[src/rtl/img_frame_packer_pkg.sv]
// Shared definitions for the image-record packer.
//   state_e        : packer FSM state encodings
//   FletcherMod    : Fletcher-32 modulus (65535)
//   swap16         : host-order to card-order (byte swap) conversion
//   fletcher_fold  : single conditional subtract of the modulus on a 17-bit sum
//   cnt_width      : counter width able to hold 0..max_val (never below 1 bit)
package img_frame_packer_pkg;

    typedef enum logic [2:0] {
        ST_IDLE,
        ST_HDR,
        ST_PIX,
        ST_CKA,
        ST_CKB,
        ST_PAD,
        ST_FIN
    } state_e;

    localparam logic [15:0] FletcherMod = 16'hFFFF;

    function automatic logic [15:0] swap16(input logic [15:0] d);
        return {d[7:0], d[15:8]};
    endfunction

    // Both operands of every add are < 65536, so one subtract is always enough.
    function automatic logic [15:0] fletcher_fold(input logic [16:0] x);
        return (x >= {1'b0, FletcherMod}) ? 16'(x - {1'b0, FletcherMod}) : x[15:0];
    endfunction

    function automatic int cnt_width(input int max_val);
        return (max_val < 1) ? 1 : $clog2(max_val + 1);
    endfunction

endpackage

[src/rtl/fletcher32_accum.sv]
// Fletcher-32 running sums over 16-bit host-order words.
//   clk, rst_n : clock, async active-low reset
//   clr        : synchronous clear of both sums (has priority over en)
//   en         : fold din into the sums this cycle
//   din[15:0]  : data word, host order
//   a, b       : registered sums; valid the cycle after the last en
module fletcher32_accum
    import img_frame_packer_pkg::*;
(
    input  logic        clk,
    input  logic        rst_n,
    input  logic        clr,
    input  logic        en,
    input  logic [15:0] din,
    output logic [15:0] a,
    output logic [15:0] b
);

    logic [15:0] a_q, a_d;
    logic [15:0] b_q, b_d;

    always_comb begin
        // NOTE: every always_comb output gets a default first so no path can infer a latch.
        a_d = a_q;
        b_d = b_q;
        if (clr) begin
            a_d = '0;
            b_d = '0;
        end else if (en) begin
            a_d = fletcher_fold({1'b0, a_q} + {1'b0, din});
            // b folds in the already-updated a.
            b_d = fletcher_fold({1'b0, b_q} + {1'b0, a_d});
        end
    end

    // NOTE: sequential state uses non-blocking assignments so all flops update together.
    always_ff @(posedge clk or negedge rst_n) begin
        if (!rst_n) begin
            a_q <= '0;
            b_q <= '0;
        end else begin
            a_q <= a_d;
            b_q <= b_d;
        end
    end

    assign a = a_q;
    assign b = b_q;

endmodule

[src/rtl/img_frame_packer.sv]
// Image-record packer: header words, filtered pixels, Fletcher-32 checksum,
// then zero padding up to a whole SD block. Every emitted word is byte-swapped.
//   clk, rst_n            : clock, async active-low reset
//   start                 : 1-cycle frame start (ignored while busy)
//   busy                  : frame in progress
//   done                  : 1-cycle pulse after the last word is accepted downstream
//   hdr_data/valid/ready  : header word input, host order
//   pix_data/valid/ready  : pixel input, host order
//   out_data/valid/ready  : record word output, card order
module img_frame_packer
    import img_frame_packer_pkg::*;
#(
    parameter int HeaderWordCount = 8,
    parameter int ImageWidth      = 2304,
    parameter int ImageHeight     = 1296,
    parameter int FilterPeriod    = 1,
    parameter int FilterKeep      = 1,
    parameter int BlockWords      = 256
) (
    input  logic        clk,
    input  logic        rst_n,
    input  logic        start,
    output logic        busy,
    output logic        done,
    input  logic [15:0] hdr_data,
    input  logic        hdr_valid,
    output logic        hdr_ready,
    input  logic [15:0] pix_data,
    input  logic        pix_valid,
    output logic        pix_ready,
    output logic [15:0] out_data,
    output logic        out_valid,
    input  logic        out_ready
);

    localparam int PixCnt = ImageWidth * ImageHeight;
    localparam int PadCnt = (BlockWords - (HeaderWordCount + PixCnt + 2) % BlockWords) % BlockWords;

    localparam int HdrW   = cnt_width(HeaderWordCount);
    localparam int PixW   = cnt_width(PixCnt);
    localparam int PadW   = cnt_width(PadCnt);
    localparam int PhaseW = cnt_width(FilterPeriod);

    // Terminal counts; unused (and harmlessly all-ones) when the matching count is 0.
    localparam logic [HdrW-1:0]   HdrLast   = HdrW'(HeaderWordCount - 1);
    localparam logic [PixW-1:0]   PixLast   = PixW'(PixCnt - 1);
    localparam logic [PadW-1:0]   PadLast   = PadW'(PadCnt - 1);
    localparam logic [PhaseW-1:0] PhaseLast = PhaseW'(FilterPeriod - 1);
    localparam logic [PhaseW-1:0] PhaseKeep = PhaseW'(FilterKeep);

    localparam state_e FirstState = (HeaderWordCount == 0) ? ST_PIX : ST_HDR;

    state_e            state_q, state_d;
    logic [HdrW-1:0]   hdr_cnt_q, hdr_cnt_d;
    logic [PixW-1:0]   pix_cnt_q, pix_cnt_d;
    logic [PadW-1:0]   pad_cnt_q, pad_cnt_d;
    logic [PhaseW-1:0] phase_q, phase_d;
    logic [15:0]       out_data_q, out_data_d;
    logic              out_valid_q, out_valid_d;
    logic              done_q, done_d;

    logic        can_load;
    logic        keep;
    logic        load;
    logic [15:0] load_word;
    logic        hdr_ready_c;
    logic        pix_ready_c;
    logic        acc_clr;
    logic        acc_en;
    logic [15:0] acc_din;
    logic [15:0] acc_a;
    logic [15:0] acc_b;

    fletcher32_accum u_accum (
        .clk   (clk),
        .rst_n (rst_n),
        .clr   (acc_clr),
        .en    (acc_en),
        .din   (acc_din),
        .a     (acc_a),
        .b     (acc_b)
    );

    // The output register can take a new word when empty or draining this cycle.
    assign can_load = !out_valid_q || out_ready;
    assign keep     = (phase_q < PhaseKeep);

    always_comb begin
        state_d     = state_q;
        hdr_cnt_d   = hdr_cnt_q;
        pix_cnt_d   = pix_cnt_q;
        pad_cnt_d   = pad_cnt_q;
        phase_d     = phase_q;
        out_valid_d = out_valid_q;
        out_data_d  = out_data_q;
        done_d      = 1'b0;
        load        = 1'b0;
        load_word   = '0;
        hdr_ready_c = 1'b0;
        pix_ready_c = 1'b0;
        acc_clr     = 1'b0;
        acc_en      = 1'b0;
        acc_din     = '0;

        case (state_q)
            ST_IDLE: begin
                if (start) begin
                    state_d   = FirstState;
                    hdr_cnt_d = '0;
                    pix_cnt_d = '0;
                    pad_cnt_d = '0;
                    phase_d   = '0;
                    acc_clr   = 1'b1;
                end
            end

            ST_HDR: begin
                hdr_ready_c = can_load;
                if (hdr_valid && can_load) begin
                    load      = 1'b1;
                    load_word = swap16(hdr_data);
                    acc_en    = 1'b1;
                    acc_din   = hdr_data;
                    if (hdr_cnt_q == HdrLast) begin
                        state_d = ST_PIX;
                    end else begin
                        hdr_cnt_d = hdr_cnt_q + HdrW'(1);
                    end
                end
            end

            ST_PIX: begin
                // Dropped pixels never touch the output register, so they need no space.
                pix_ready_c = !keep || can_load;
                if (pix_valid && pix_ready_c) begin
                    phase_d = (phase_q == PhaseLast) ? '0 : phase_q + PhaseW'(1);
                    if (keep) begin
                        load      = 1'b1;
                        load_word = swap16(pix_data);
                        acc_en    = 1'b1;
                        acc_din   = pix_data;
                        if (pix_cnt_q == PixLast) begin
                            state_d = ST_CKA;
                        end else begin
                            pix_cnt_d = pix_cnt_q + PixW'(1);
                        end
                    end
                end
            end

            ST_CKA: begin
                // The sums already include the last kept pixel: it was folded in on its load edge.
                if (can_load) begin
                    load      = 1'b1;
                    load_word = swap16(acc_a);
                    state_d   = ST_CKB;
                end
            end

            ST_CKB: begin
                if (can_load) begin
                    load      = 1'b1;
                    load_word = swap16(acc_b);
                    state_d   = (PadCnt == 0) ? ST_FIN : ST_PAD;
                end
            end

            ST_PAD: begin
                if (can_load) begin
                    load      = 1'b1;
                    load_word = '0;
                    if (pad_cnt_q == PadLast) begin
                        state_d = ST_FIN;
                    end else begin
                        pad_cnt_d = pad_cnt_q + PadW'(1);
                    end
                end
            end

            ST_FIN: begin
                // The last word is still in the output register; wait for it to drain.
                if (can_load) begin
                    done_d  = 1'b1;
                    state_d = ST_IDLE;
                end
            end

            default: state_d = ST_IDLE;
        endcase

        if (load) begin
            out_valid_d = 1'b1;
            out_data_d  = load_word;
        end else if (out_ready) begin
            out_valid_d = 1'b0;
        end
    end

    always_ff @(posedge clk or negedge rst_n) begin
        if (!rst_n) begin
            state_q     <= ST_IDLE;
            hdr_cnt_q   <= '0;
            pix_cnt_q   <= '0;
            pad_cnt_q   <= '0;
            phase_q     <= '0;
            out_data_q  <= '0;
            out_valid_q <= 1'b0;
            done_q      <= 1'b0;
        end else begin
            state_q     <= state_d;
            hdr_cnt_q   <= hdr_cnt_d;
            pix_cnt_q   <= pix_cnt_d;
            pad_cnt_q   <= pad_cnt_d;
            phase_q     <= phase_d;
            out_data_q  <= out_data_d;
            out_valid_q <= out_valid_d;
            done_q      <= done_d;
        end
    end

    assign busy      = (state_q != ST_IDLE);
    assign done      = done_q;
    assign hdr_ready = hdr_ready_c;
    assign pix_ready = pix_ready_c;
    assign out_data  = out_data_q;
    assign out_valid = out_valid_q;

endmodule
[config.mk]
export PLATFORM = sky130hd
export DESIGN_NAME = img_frame_packer
export DESIGN_NICKNAME = d
export VERILOG_FILES = /design/src/rtl/img_frame_packer_pkg.sv /design/src/rtl/fletcher32_accum.sv /design/src/rtl/img_frame_packer.sv
export SDC_FILE = /design/constraint.sdc
export NUM_CORES = 1
export LEC_CHECK = 0
export ABC_CLOCK_PERIOD_IN_PS = 8600
export CORE_MARGIN = 1.5
export CORE_UTILIZATION = 40
export CTS_CLUSTER_SIZE = 20
export DETAILED_ROUTE_END_ITERATION = 8
export PLACE_DENSITY_LB_ADDON = 0.2
export RECOVER_POWER = 25
export SLEW_MARGIN = 5
export SYNTH_ARGS = -nofsm -noshare
export SYNTH_HDL_FRONTEND = slang
export SYNTH_HIERARCHICAL = 1
export SYNTH_SLANG_ARGS = --single-unit
[constraint.sdc]
create_clock -name clk -period 8.6 [get_ports clk]
set_input_delay 1.29 -clock clk [delete_from_list [all_inputs] [get_ports clk]]
set_output_delay 1.29 -clock clk [all_outputs]
set_load 0.02 [all_outputs]
==> metrics.cfg <==
[outcome]
violations=capacitance limit, slew limit
status=complete, but fails checks

[global_route]
antenna_found_initial=0
globalRoute.totalOverflow=0
track_usage_pct=21.4
grt_pass1_wl_um=34100
grt_pass1_vias=6491
grt_max_degree=63

[yosys]
synth_cell_type_count=90
synth-edff-count=0
synth_cells=860
yosys_warnings=6
yosysSeqAreaShare_pct=29.5
syn_area_um2=7390
ys_seq_elements=87
synth_top_cell_by_area=dfrtp_1
synth.top_cell.area_share_pct=29.5
synth_fp_nets=942
avgSynthCellArea_um2=8.59
synthFlopType=dfrtp_1
synth_area_leaders=dfrtp_1 (29%), ha_1 (7.1%), a21oi_1 (4.0%)
synthArstFlopShare_pct=100

[cells_and_area]
drive_gt1_share_pct=8.63
final_cell_mix=dfrtp_1 (87), nand2_1 (70), nor2_1 (69)
diodes=0
syn_to_final_growth_pct=15.3
stdcell_count=1144
fillerInstances=1778
layout_commonest_cell=dfrtp_1
final_nets=993

[worst_hold_path]
holdPathEnd=out_data[12]
worstHoldPathType=register to register
hold_depth=1
hold_start=out_data[12]

[clock_network]
hold_buffers=0
tritoncts=built
htree_num_levels=3
cts.sink_count=87
cts_buffer_depth=2
clockRootBuffer=clkbuf_16
cts_resized=0
path_clk_slew_ns=0.07
clock_latency_ns=0.35
postCtsSetupBuffers=0
numCtsBuffers=9

[critical_path]
r2r_slack_ns=0.97
crit_slowest_cell=or4_1
criticalPathCategory=input port to register
max_stage_delay_ns=0.50
crit_top_cell=buf_4
crit_path_end_kind=register
cp-start-kind=input port
reg2reg_depth=25
r2r_end=u_accum/b[10]
path_max_fanout=16
reg2reg_from=state_q[1]
required_ns=8.85
worstPathArrival_ns=8.35

[run]
max_cap_violations=1

[floorplan]
num_rows=49
dieArea_um2=19300
die_width_um=139
core_um2=18000
ios=59
initial_utilization_pct=41.0
die_h_um=139

[pwr]
powerDensity_nw_per_um2=403
switching_share_pct=49.5
p_sw_mw=1.70
leakagePower_nw=3.51
pwr-share-seq_pct=19.7
p_comb_share_pct=67.5
fin_total_pwr_mw=3.43
p_clk_share_pct=12.7
ir_worst_vdd_mv=0.171
p_int_mw=1.73

[timing]
hold_viol_final=0
finalSetupTns_ns=0
setup_viol=0
period_share_pct=94.2
slew_violations=63
max_freq_mhz=123
layout_min_cycle_time_ns=8.10
grt_setup_unrepaired=false
finalClockSkew_ns=0.00853
max-slew-margin-rel_pct=-132
fin_ws_ns=0.499
max_slew.worst_pin.slew_ns=3.47

[place]
io_buffers=58
dp_cells=1129
dp_slack_ns=0.172
place_hpwl_um=15500
gp_congestion=0.937

[detailed_routing]
postRouteAntennaNets=0
viasPerCell=6.16
drt_pre_antenna_iters=5
wirelength_um=20900
vias=7050
drt_iter0_markers=672
wl_per_cell_um=18.2
drc_errors=0

-- stage by stage --
stage / cell area [um2] / util (%) / hold WS, ns
3_5_place_dp: 8210 / 45.6 / 0.476
5_1_grt: 8520 / 47.3 / 0.503
3_3_place_gp: 8210 / 45.6 / 0.469
6_report: 8520 / 47.3 / 0.490
2_1_floorplan: 7390 / - / 0.484
4_1_cts: 8530 / 47.3 / 0.490
-- logic make-up after synthesis --
group,Yosys count,synth area share (%)
simple gates,341,25.5
xor+xnor,34,4.03
fa+ha+maj,44,7.65
flops,87,29.5
buf+inv,61,4.06
compound gates,281,27.7
mux,12,1.64
-- metal layers --
layer | GRT usage (%) | part of all wire, % | vias to the layer above
met5 | 0 | 0 | -
met4 | 5.43 | 1.6 | 0
met3 | 2.52 | 5.0 | 29
met2 | 31.1 | 42 | 222
met1 | 33.5 | 52 | 3376
li1 | - | - | 3423
-- how the worst max path moves through the flow --
stage	slack, ns	to	from
2_1_floorplan	1.02	u_accum/b[2]	out_ready
3_3_place_gp	0.29	u_accum/b[10]	out_ready
3_5_place_dp	0.17	u_accum/b[10]	out_ready
4_1_cts	0.49	u_accum/b[10]	out_ready
5_1_grt	0.06	u_accum/b[10]	out_ready
6_report	0.50	u_accum/b[10]	out_ready
-- cell usage after synthesis (all sizes together), types with 19 or more instances --
cell / count
nand2: 71
a21oi: 64
a22o: 32
o21ai: 42
buf: 20
clkbuf: 24
ha: 42
nand3: 30
a221o: 19
nor2: 71
xor2: 19
dfrtp: 87
nand4: 24
-- worst max-delay path, delay by kind of cell --
family	cells	cell delay, ns
adders and majority gates	2	0.68
xor gates and xnor gates	2	0.48
AOI/OAI and AO/OA	9	2.81
and+or+nand+nor	8	2.08
buffers and inverters	4	0.97
-- power groups by stage --
stage	clock network (mW)	registers [mW]	logic, mW
final	0.437	0.678	2.32
after global routing	0.459	0.694	2.56
after CTS	0.443	0.675	2.29
after detailed placement	0	0.682	2.28
after global placement	0	0.681	2.29
after floorplan	0	0.659	1.65
-- state kept, by name (all words and copies together) (netlist names) --
| signal | count |
|---|---|
| pix_cnt_q | 22 |
| out_data | 16 |
| u_accum/a | 16 |
| u_accum/b | 16 |
| pad_cnt_q | 8 |
| hdr_cnt_q | 4 |
| state_q | 3 |
| done | 1 |
| out_valid | 1 |
-- layout make-up --
type	instances	area [um2]	share of cell area [%]
Tap cell	229	287	3.36
Clock inverter	6	93.8	1.10
Multi-Input combinational cell	712	4910	57.7
Timing Repair Buffer	84	762	8.94
Inverter	17	63.8	0.749
Sequential cell	87	2180	25.5
Clock buffer	9	225	2.64
No activity file was read; power rests on OpenSTA's default activity.
